--- src/rtl/mem_dump_pkg.sv ---
// Shared types and constants for the memory dump scanner.
package mem_dump_pkg;

    typedef enum logic [1:0] {
        IDLE    = 2'd0,
        READ    = 2'd1,
        CAPTURE = 2'd2,
        SHOW    = 2'd3
    } scan_state_t;

    localparam logic [15:0] WORD_BYTES = 16'd4;

    function automatic logic [15:0] word_align(input logic [15:0] a);
        return {a[15:2], 2'b00};
    endfunction

endpackage

--- src/rtl/key_debounce.sv ---
// Pushbutton conditioner: 2-flop synchroniser, stability counter, one pulse per
// press, re-armed only after a stable release of the same length.
module key_debounce #(
    parameter int DB_CYC = 500000
) (
    input  logic CLK,
    input  logic nRST,
    input  logic key_n,
    output logic press
);

    localparam int CW = (DB_CYC > 1) ? $clog2(DB_CYC) : 1;

    logic          sync1;
    logic          sync2;
    logic          latched;
    logic [CW-1:0] cnt;
    logic          at_target;

    // While armed we wait for a stable low; once fired we wait for a stable high.
    assign at_target = latched ? sync2 : ~sync2;

    always_ff @(posedge CLK or negedge nRST) begin
        if (!nRST) begin
            sync1   <= 1'b1;
            sync2   <= 1'b1;
            latched <= 1'b0;
            cnt     <= '0;
            press   <= 1'b0;
        end else begin
            sync1 <= key_n;
            sync2 <= sync1;
            press <= 1'b0;
            if (!at_target) begin
                cnt <= '0;
            end else if (cnt == CW'(DB_CYC - 1)) begin
                cnt     <= '0;
                latched <= ~latched;
                press   <= ~latched;
            end else begin
                cnt <= cnt + 1'b1;
            end
        end
    end

endmodule

--- src/rtl/mem_dump_scanner.sv ---
// Halt-time memory dump scanner: reads the word at a switch-selected address and
// steps through memory on a debounced key. MEM_DUMP_AUTOSCAN_EN adds a dwell timer.
module mem_dump_scanner
    import mem_dump_pkg::*;
#(
    parameter int DB_CYC    = 500000,
    parameter int DWELL_CYC = 50000000
) (
    input  logic        CLK,
    input  logic        nRST,
    input  logic        halt,
    input  logic        key_step_n,
    input  logic [15:0] sw_addr,
    input  logic [31:0] load,
    output logic        REN,
    output logic [31:0] addr,
    output logic [31:0] disp_word,
    output logic [15:0] disp_addr,
    output logic        busy,
    output scan_state_t dbg_state
);

    scan_state_t state;
    logic [15:0] ptr;
    logic [15:0] sw_q;
    logic [15:0] sw_seen;
    logic        press;
    logic        sw_chg;
    logic        step;

    key_debounce #(.DB_CYC(DB_CYC)) u_key (
        .CLK   (CLK),
        .nRST  (nRST),
        .key_n (key_step_n),
        .press (press)
    );

    // A switch change is a registered value the FSM has not yet acted on.
    assign sw_chg = (sw_q != sw_seen);

`ifdef MEM_DUMP_AUTOSCAN_EN
    localparam int DW = (DWELL_CYC > 1) ? $clog2(DWELL_CYC) : 1;
    logic [DW-1:0] dwell_cnt;
    logic          dwell_done;

    assign dwell_done = (dwell_cnt == DW'(DWELL_CYC - 1));
    assign step       = press | dwell_done;

    always_ff @(posedge CLK or negedge nRST) begin
        if (!nRST) begin
            dwell_cnt <= '0;
        end else if (state == SHOW && halt && !sw_chg && !press && !dwell_done) begin
            dwell_cnt <= dwell_cnt + 1'b1;
        end else begin
            dwell_cnt <= '0;
        end
    end
`else
    assign step = press & (DWELL_CYC > 0);
`endif

    always_ff @(posedge CLK or negedge nRST) begin
        if (!nRST) begin
            state     <= IDLE;
            ptr       <= '0;
            sw_q      <= '0;
            sw_seen   <= '0;
            disp_word <= '0;
            disp_addr <= '0;
            REN       <= 1'b0;
            busy      <= 1'b0;
        end else begin
            sw_q <= sw_addr;
            if (state == IDLE) begin
                ptr     <= word_align(sw_addr);
                sw_seen <= sw_addr;
            end
            if (!halt) begin
                state <= IDLE;
                REN   <= 1'b0;
                busy  <= 1'b0;
            end else begin
                case (state)
                    IDLE: begin
                        state <= READ;
                        REN   <= 1'b1;
                        busy  <= 1'b1;
                    end
                    READ: begin
                        state <= CAPTURE;
                    end
                    CAPTURE: begin
                        disp_word <= load;
                        disp_addr <= ptr;
                        busy      <= 1'b0;
                        state     <= SHOW;
                    end
                    SHOW: begin
                        // Switch change outranks a step arriving in the same cycle.
                        if (sw_chg) begin
                            ptr     <= word_align(sw_q);
                            sw_seen <= sw_q;
                            busy    <= 1'b1;
                            state   <= READ;
                        end else if (step) begin
                            ptr   <= ptr + WORD_BYTES;
                            busy  <= 1'b1;
                            state <= READ;
                        end
                    end
                    default: begin
                        state <= IDLE;
                        REN   <= 1'b0;
                        busy  <= 1'b0;
                    end
                endcase
            end
        end
    end

    assign addr      = {16'h0000, ptr};
    assign dbg_state = state;

endmodule

--- config.mk ---
export PLATFORM = sky130hd
export DESIGN_NAME = mem_dump_scanner
export DESIGN_NICKNAME = d
export VERILOG_FILES = /design/src/rtl/mem_dump_pkg.sv /design/src/rtl/key_debounce.sv /design/src/rtl/mem_dump_scanner.sv
export SDC_FILE = /design/constraint.sdc
export NUM_CORES = 1
export LEC_CHECK = 0
export ABC_AREA = 0
export CORE_MARGIN = 4
export CORE_UTILIZATION = 50
export CTS_BUF_LIST = sky130_fd_sc_hd__clkbuf_4 sky130_fd_sc_hd__clkbuf_8 sky130_fd_sc_hd__clkbuf_16
export CTS_CLUSTER_DIAMETER = 60
export DETAILED_ROUTE_END_ITERATION = 10
export HOLD_SLACK_MARGIN = 0.03
export PLACE_DENSITY = 0.85
export SETUP_SLACK_MARGIN = 0.2
export SLEW_MARGIN = 30
export SYNTH_ARGS = -nofsm -noshare
export SYNTH_HDL_FRONTEND = slang
export SYNTH_HIERARCHICAL = 1
export SYNTH_SLANG_ARGS = --single-unit
--- constraint.sdc ---
create_clock -name CLK -period 2.3 [get_ports CLK]
set_input_delay 0.345 -clock CLK [delete_from_list [all_inputs] [get_ports CLK]]
set_output_delay 0.345 -clock CLK [all_outputs]
set_load 0.005 [all_outputs]
==> metrics.yaml, run 1 <==
cp_data_required_time_ps: 2600
max_slew.worst_pin.slew_ps: 635
outcome: "finished, final reports clean"
p_leak_nw: 3.41
timing.final.ws_setup_ps: 361
relSlewSlack: 0.573
drt-initial-drc-count: 299
clockRootBuffer: "clkbuf_16"
cts_buffers: 17
ys_warn_count: 6
postPlaceCellArea_um2: 7250
grt_remaining_overflow: 0
insertion_delay_ps: 420
min_to: "u_key/sync1"
post-route-min-period_ps: 1940
hpwl_um: 10500
cts_resized: 0
gp_congestion: 0.952
path_max_fanout: 10
io_pins: 136
fin_crit_sh: 0.843
final_area_um2: 7930
h-tree-depth: 4
grt_pass1_vias: 4752
pre_cts_ws_ps: 395
core-area_um2: 11400
antenna_found_initial: 0
tritoncts_num_sinks: 123
final_common_cell: "dfrtp_1"
layout_common_cells: "121 x dfrtp_1, 118 x clkdlybuf4s50_1, 50 x mux2_2"
hold_violations: 0
fin_skew_ps: 12.1
cts_tree: "built"
dieArea_um2: 13500
fp.dieW_um: 116
power_mw: 8.33
clockBufferDepth: 2
insertedDiodeCount: 0
hold_path.class: "primary input to flip-flop"
synth_area_um2: 5850
grt_pass1_wl_um: 24300
clkSlewWorstSetupHoldPaths_ps: 50
dr.pass1.iters: 5
drc_errors: 0
fin_tns_setup_ps: 0
r2r_end: "ptr[4]"
num_rows: 39
fin_nets: 702
rsz0062_at_grt: "false"
grt_start_max_net_pins: 54
syn-instance-count: 508
yosys_register_bits: 123
fp.dieH_um: 116
clock.fmax_mhz: 516
synth_edf_count: 0
area_growth_pct: 35.5
portBuffers: 119
start_kind: "flip-flop"
peakVddDrop_mv: 0.772
crit_type: "flip-flop to flip-flop"
rr_startpoint: "sw_seen[9]"
maxCapViolCount: 0
reg2regPathDepth: 6
start_util: 0.512
vias_per_cell: 5.66
synth_top_flop_cell: "dfrtp_1"
cp-end-kind: "flip-flop"
totalWireLength_um: 14900
ys_seq_area_frac: 0.527
final_layout_size_suffix_gt1_frac: 0.184
holdPathStages: 1
vias: 4529
fillers: 788
avgSynthCellArea_um2: 11.5
ys_async_sr_fraction: 1.00
wire_per_inst_um: 18.6
reg2reg_slack_ps: 360
powerDensity_nw_per_um2: 1050
ys_types: 54
ant_nets: 0
hold_path_startpoint: "key_step_n"
arrival_ps: 2240
grt_usage: 0.234
drv_slew: 0
finalSetupViolCount: 0
==> report_power, final <==
part           total (mW)  switching, mW  internal, mW  leakage [nW]
Sequential           3.11          0.401          2.70          1.51
Clock                2.96          0.945          2.01         0.315
Combinational        2.27          0.860          1.41          1.58
==> registers in the layout, indices dropped and copies added (netlist names) <==
| register | cells |
|---|---|
| u_key/sync2 | 1 |
| REN | 1 |
| u_key/cnt | 19 |
| u_key/sync1 | 1 |
| sw_q | 16 |
| u_key/latched | 1 |
| dbg_state | 2 |
| disp_addr | 16 |
| busy | 1 |
| disp_word | 32 |
| u_key/press | 1 |
| ptr | 16 |
| sw_seen | 16 |
==> area by class of cell <==
type	instances	area [µm²]	share of cell area
flip-flops and latches	123	3080	0.389
multi-input cells	340	2520	0.318
repair buffers	141	1410	0.177
clock buffers	21	474	0.0598
clock inverters	11	190	0.0240
well taps	143	179	0.0226
inverters	21	78.8	0.00994
==> cell families after synthesis <==
kind of cell / after synthesis / share of synthesized area
simple gates: 135 / 0.129
mux: 74 / 0.137
compound gates: 68 / 0.0789
other cells: 1 / 0.000641
buf+inv: 60 / 0.0528
fa+ha+maj: 6 / 0.0128
flops: 123 / 0.527
xor+xnor: 41 / 0.0614
==> through the flow <==
step                utilization  std cells  hold slack [ps]
floorplan                     -        523             49.4
global placement          0.635        767              346
detailed placement        0.635        767              354
CTS                       0.694        800              337
global route              0.694        800              342
finish                    0.694        800              348
==> cell usage after synthesis, drive strengths merged, types with 12 or more instances <==
cell type	count	area share
nand3	20	0.018
mux2i	24	0.041
o21ai	25	0.021
xor2	22	0.033
buf	24	0.030
dfrtp	121	0.52
mux2	50	0.096
clkbuf	15	0.0098
xnor2	19	0.028
inv	21	0.013
nand4	12	0.018
nand2	30	0.020
nor2	34	0.022
==> timing repair <==
action / in CTS / in global routing
hold buffers: 1 / 0
setup buffers: 0 / 0
endpoints found under the hold margin: 35 / 0
==> worst max path at each step <==
| stage | endpoint | slack [ps] | startpoint | cells after the start |
|---|---|---|---|---|
| 6_report | ptr[4] | 360 | sw_seen[9] | 6 |
| 5_1_grt | ptr[14] | 230 | ptr[2] | 6 |
| 4_1_cts | ptr[4] | 360 | sw_seen[9] | 6 |
| 3_5_place_dp | ptr[4] | 390 | sw_seen[9] | 6 |
| 3_3_place_gp | ptr[13] | 440 | dbg_state[0] | 6 |
| 2_1_floorplan | ptr[7] | 450 | dbg_state[0] | 7 |
==> worst max-delay path: stages (launching register included) <==
cell	delay [ps]
dfrtp_1	380
xor2_1	190
nor4_4	370
nand4_4	170
and2_1	190
buf_4	170
a221o_1	340
==> routing by layer <==
layer,vias to the layer above,part of all wire,GRT usage
met5,-,0,0
met4,0,0.018,0.0882
met3,26,0.081,0.0627
met2,218,0.52,0.406
met1,2248,0.38,0.280
li1,2037,-,-
No activity file was read; power rests on OpenSTA's default activity.
==> run 2: changes to the inputs <==
- clock period: 2.3 -> 2 ns (I/O delays scaled with it)
==> run 2 against run 1 <==
Die area unchanged. Fmax down 0.62%. Non-clock buffer count up 28. Clock power up 6%. Via count up 4.6%. Final cell count up 3.5%. Count of clock-buffer cells in the layout up 1. Global-route usage up 1.1 points. Clock skew down 4.2 ps. Sequential power up 14%. First-iteration DRC count up 58%. Setup slack worse by 310 ps.
==> metrics.yaml, run 2 (synthesis gave the netlist of run 1 again) <==
outcome: "finished, final reports clean"
area_growth_pct: 41.6
core-area_um2: 11400
drt-initial-drc-count: 472
fin_crit_sh: 0.975
wire_per_inst_um: 20.2
clock.fmax_mhz: 513
clkSlewWorstSetupHoldPaths_ps: 50
layout.cells.non_filler: 828
drc_errors: 0
maxCapViolCount: 0
insertion_delay_ps: 410
reg2reg_slack_ps: 50
post-route-min-period_ps: 1950
min_to: "u_key/sync1"
hold_violations: 0
start_util: 0.512
final_common_cell: "clkdlybuf4s50_1"
cp-end-kind: "flip-flop"
hold_path.class: "primary input to flip-flop"
io_pins: 136
hpwl_um: 10700
gp_congestion: 0.873
dieArea_um2: 13500
multi_input_area_um2: 2620
fp.dieW_um: 116
num_rows: 39
fin_skew_ps: 7.99
final_area_um2: 8280
clockBufferDepth: 2
fin_tns_setup_ps: 0
portBuffers: 119
layout_common_cells: "118 x clkdlybuf4s50_1, 111 x dfrtp_1, 50 x mux2_2"
totalWireLength_um: 16700
power_mw: 9.48
path_max_fanout: 10
fillers: 761
dr.pass1.iters: 5
rr_startpoint: "sw_seen[8]"
largestRegisters: "disp_word: 32 flops, u_key/cnt: 19 flops"
cts_tree: "built"
cts_buffers: 17
peakVddDrop_mv: 1.11
insertedDiodeCount: 0
drv_slew: 0
vias_per_cell: 5.72
finalSetupViolCount: 0
holdPathStages: 1
seqCellArea_um2: 3090
r2r_end: "ptr[11]"
ant_nets: 0
timing.final.ws_setup_ps: 49.0
grt_pass1_vias: 4839
antenna_found_initial: 0
arrival_ps: 2230
reg2regPathDepth: 7
grt_usage: 0.245
grt_pass1_wl_um: 25200
vias: 4736
postPlaceCellArea_um2: 7310
largest_register: "disp_word"
fp.dieH_um: 116
rsz0062_at_grt: "true"
cp_data_required_time_ps: 2280
clockRootBuffer: "clkbuf_16"
place_inst: 774
grt_remaining_overflow: 0
p_leak_nw: 3.58
grt_start_max_net_pins: 41
hold_path_startpoint: "key_step_n"
powerDensity_nw_per_um2: 1150
pre_cts_ws_ps: 90.0
final_layout_size_suffix_gt1_frac: 0.255
start_kind: "flip-flop"
fin_nets: 730
tritoncts_num_sinks: 123
h-tree-depth: 4
largest_reg_flops: 32
crit_type: "flip-flop to flip-flop"
## run 2: worst max path at each step
| stage | start | end | slack, ps | depth (start not counted) |
|---|---|---|---|---|
| global placement | sw_q[8] | dbg_state[0] | 180 | 6 |
| global route | sw_seen[8] | ptr[15] | -20 | 6 |
| finish | sw_seen[8] | ptr[11] | 50 | 7 |
| floorplan | sw_seen[11] | ptr[8] | 210 | 6 |
| detailed placement | ptr[2] | ptr[14] | 90 | 6 |
| CTS | sw_q[3] | dbg_state[0] | 140 | 6 |
## run 2: worst max-delay path, stage by stage, from the launching register on
cell       delay (ps)
dfrtp_1           390
xor2_1            190
nor4_4            430
nand4_4           240
buf_6             200
clkbuf_16         160
o211ai_1          100
o41ai_1           110
## run 2: power by group
part           leakage, nW  total, mW  switching (mW)  internal [mW]
clock                0.302       3.13            1.08           2.05
combinational         1.78       2.82            1.10           1.71
sequential            1.50       3.54           0.426           3.11
## run 2: routing by layer
| metal | vias up | share of wire | GRT usage |
|---|---|---|---|
| met2 | 272 | 0.50 | 0.408 |
| li1 | 2097 | - | - |
| met1 | 2322 | 0.38 | 0.304 |
| met5 | - | 0 | 0 |
| met3 | 45 | 0.090 | 0.0803 |
| met4 | 0 | 0.033 | 0.0820 |
## run 2: what timing repair did
| item | CTS | global route |
|---|---|---|
| buffers inserted | 3 | 16 |
| hold buffers | 1 | 0 |
| gates cloned | 1 | 1 |
| endpoints found under the hold margin | 27 | 0 |
| setup endpoints to repair | 16 | 51 |
| pin swaps | 8 | 10 |
| resized for setup | 11 | 35 |
## run 2: cell type report
| type | count | share of cell area |
|---|---|---|
| sequential | 123 | 0.374 |
| multi-input combinational | 340 | 0.316 |
| timing repair buffer | 169 | 0.205 |
| clock buffer | 22 | 0.0567 |
| tap | 143 | 0.0216 |
| clock inverter | 10 | 0.0172 |
| inverter | 21 | 0.00952 |
## run 2: per-stage QoR
stage,hold slack [ps],utilization
finish,294,0.725
global route,287,0.725
CTS,283,0.703
detailed placement,270,0.640
global placement,261,0.640
floorplan,4.41,-
==> run 3: changes to the inputs <==
- CAP_MARGIN: not set -> 20
- CTS_BUF_LIST: sky130_fd_sc_hd__clkbuf_4 sky130_fd_sc_hd__clkbuf_8 sky130_fd_sc_hd__clkbuf_16 -> sky130_fd_sc_hd__clkbuf_16
- GPL_TIMING_DRIVEN: not set -> 0
==> run 3 against run 2 <==
Global-route usage down 0.54 points. Setup slack worse by 24 ps. Clock power up 4%. Sequential share of layout area down 0.13 points. Die area unchanged. Sequential power up 2%. Fmax down 1.2%. Via count down 1.7%. Non-clock buffer count up 6. Cell area up 0.38%. Critical endpoint is now ptr[5]. Largest power group unchanged.
==> metrics.yaml, run 3 (synthesis gave the netlist of run 1 again) <==
drc_errors: 0
path_max_fanout: 8
totalWireLength_um: 16000
start_kind: "flip-flop"
area_growth_pct: 42.1
antenna_found_initial: 1
rsz0062_at_grt: "true"
layout_common_cells: "117 x clkdlybuf4s50_1, 110 x dfrtp_1, 50 x mux2_2"
ant_nets: 0
io_pins: 136
min_to: "REN"
grt_pass1_wl_um: 24600
final_common_cell: "clkdlybuf4s50_1"
drt-initial-drc-count: 299
wl_met2_um: 8370
dr.pass1.iters: 7
num_rows: 39
clockRootBuffer: "clkbuf_16"
finalSetupViolCount: 0
drv_slew: 0
insertion_delay_ps: 430
p_leak_nw: 3.59
cp-end-kind: "flip-flop"
hold_path.class: "primary input to flip-flop"
fin_tns_setup_ps: 0
wire_per_inst_um: 19.2
reg2regPathDepth: 6
grt_start_max_net_pins: 85
portBuffers: 118
highest_layer: "met5"
fin_util: 0.728
clockBufferDepth: 2
postPlaceCellArea_um2: 7300
grt_pass1_vias: 4756
tritoncts_num_sinks: 123
gp_congestion: 0.914
clkSlewWorstSetupHoldPaths_ps: 60
hold_violations: 0
wl_met3_um: 1200
holdPathStages: 2
grt_usage: 0.240
cts_tree: "built"
routedLengthMet1_um: 6180
hpwl_um: 10600
fin_nets: 736
post-route-min-period_ps: 1970
final_area_um2: 8310
insertedDiodeCount: 0
rr_startpoint: "sw_seen[10]"
powerDensity_nw_per_um2: 1140
final_layout_size_suffix_gt1_frac: 0.275
reg2reg_slack_ps: 30
largestRegisters: "disp_word: 32 flops, u_key/cnt: 19 flops"
hold_path_startpoint: "halt"
clock.fmax_mhz: 506
fin_skew_ps: 11.1
start_util: 0.512
outcome: "finished, final reports clean"
dieArea_um2: 13500
crit_type: "flip-flop to flip-flop"
fillers: 766
vias_per_cell: 5.58
peakVddDrop_mv: 1.03
fp.dieH_um: 116
cp_data_required_time_ps: 2310
fp.dieW_um: 116
arrival_ps: 2280
vias: 4656
grt_remaining_overflow: 0
largest_reg_flops: 32
largest_register: "disp_word"
fin_crit_sh: 0.987
maxCapViolCount: 0
cts_buffers: 17
r2r_end: "ptr[5]"
core-area_um2: 11400
startpoint: "sw_seen[10]"
h-tree-depth: 4
-- run 3: cell types whose count changed in the layout (fill, tap and decap cells not counted), sizes merged --
| cell | previous run | this run |
|---|---|---|
| bufbuf | 1 | 0 |
| bufinv | 3 | 4 |
| clkbuf | 23 | 26 |
| clkdlybuf4s50 | 118 | 117 |
| clkinv | 6 | 7 |
| clkinvlp | 1 | 4 |
-- run 3: metal layers --
layer,track usage,up-vias
met4,0.0797,2
met2,0.415,191
li1,-,2103
met5,0,-
met3,0.0668,25
met1,0.291,2335
-- run 3: cell type report --
type | instances | area (µm²) | area share
Tap cell | 143 | 179 | 0.0215
Timing Repair Buffer | 136 | 1350 | 0.163
Clock buffer | 17 | 425 | 0.0512
Sequential cell | 123 | 3090 | 0.372
Buffer | 39 | 302 | 0.0363
Inverter | 21 | 78.8 | 0.00948
Multi-Input combinational cell | 340 | 2680 | 0.323
Clock inverter | 15 | 200 | 0.0241
-- run 3: worst max path at each step --
stage	to	slack (ps)	depth (start not counted)
after floorplan	ptr[8]	210	6
after global placement	disp_addr[15]	-3950	1
after detailed placement	ptr[11]	-170	7
after CTS	ptr[2]	40	6
after global routing	ptr[5]	-40	8
final	ptr[5]	30	6
-- run 3: critical path, stage by stage, from the launching register on --
cell and delay, ps:
dfrtp_1 390, xor2_1 200, nor4_4 380, nand4_4 230
and2_4 210, buf_8 140, a221o_1 310
-- run 3: stage by stage --
| stage | hold slack (ps) | instances | total power, mW | setup WS [ps] |
|---|---|---|---|---|
| after detailed placement | 198 | 785 | 6.19 | -174 |
| after global routing | 223 | 834 | 9.93 | -36.1 |
| final | 210 | 834 | 9.51 | 25.2 |
| after global placement | 346 | 784 | 6.08 | -3950 |
| after CTS | 172 | 824 | 9.49 | 39.7 |
| after floorplan | 4.41 | 523 | 4.62 | 207 |
-- run 3: what timing repair did --
item / CTS / global route
setup endpoints to repair: 98 / 93
setup buffers: 6 / 10
endpoints found under the hold margin: 39 / 0
pin swaps: 10 / 11
resized for setup: 51 / 39
hold buffers: 1 / 0
-- run 3: power breakdown --
| group | switching (mW) | internal (mW) | leakage, nW | total [mW] |
|---|---|---|---|---|
| combinational | 1.01 | 1.65 | 1.79 | 2.66 |
| clock | 1.16 | 2.08 | 0.295 | 3.24 |
| sequential | 0.497 | 3.12 | 1.50 | 3.61 |
| total | 2.67 | 6.85 | 3.59 | 9.51 |
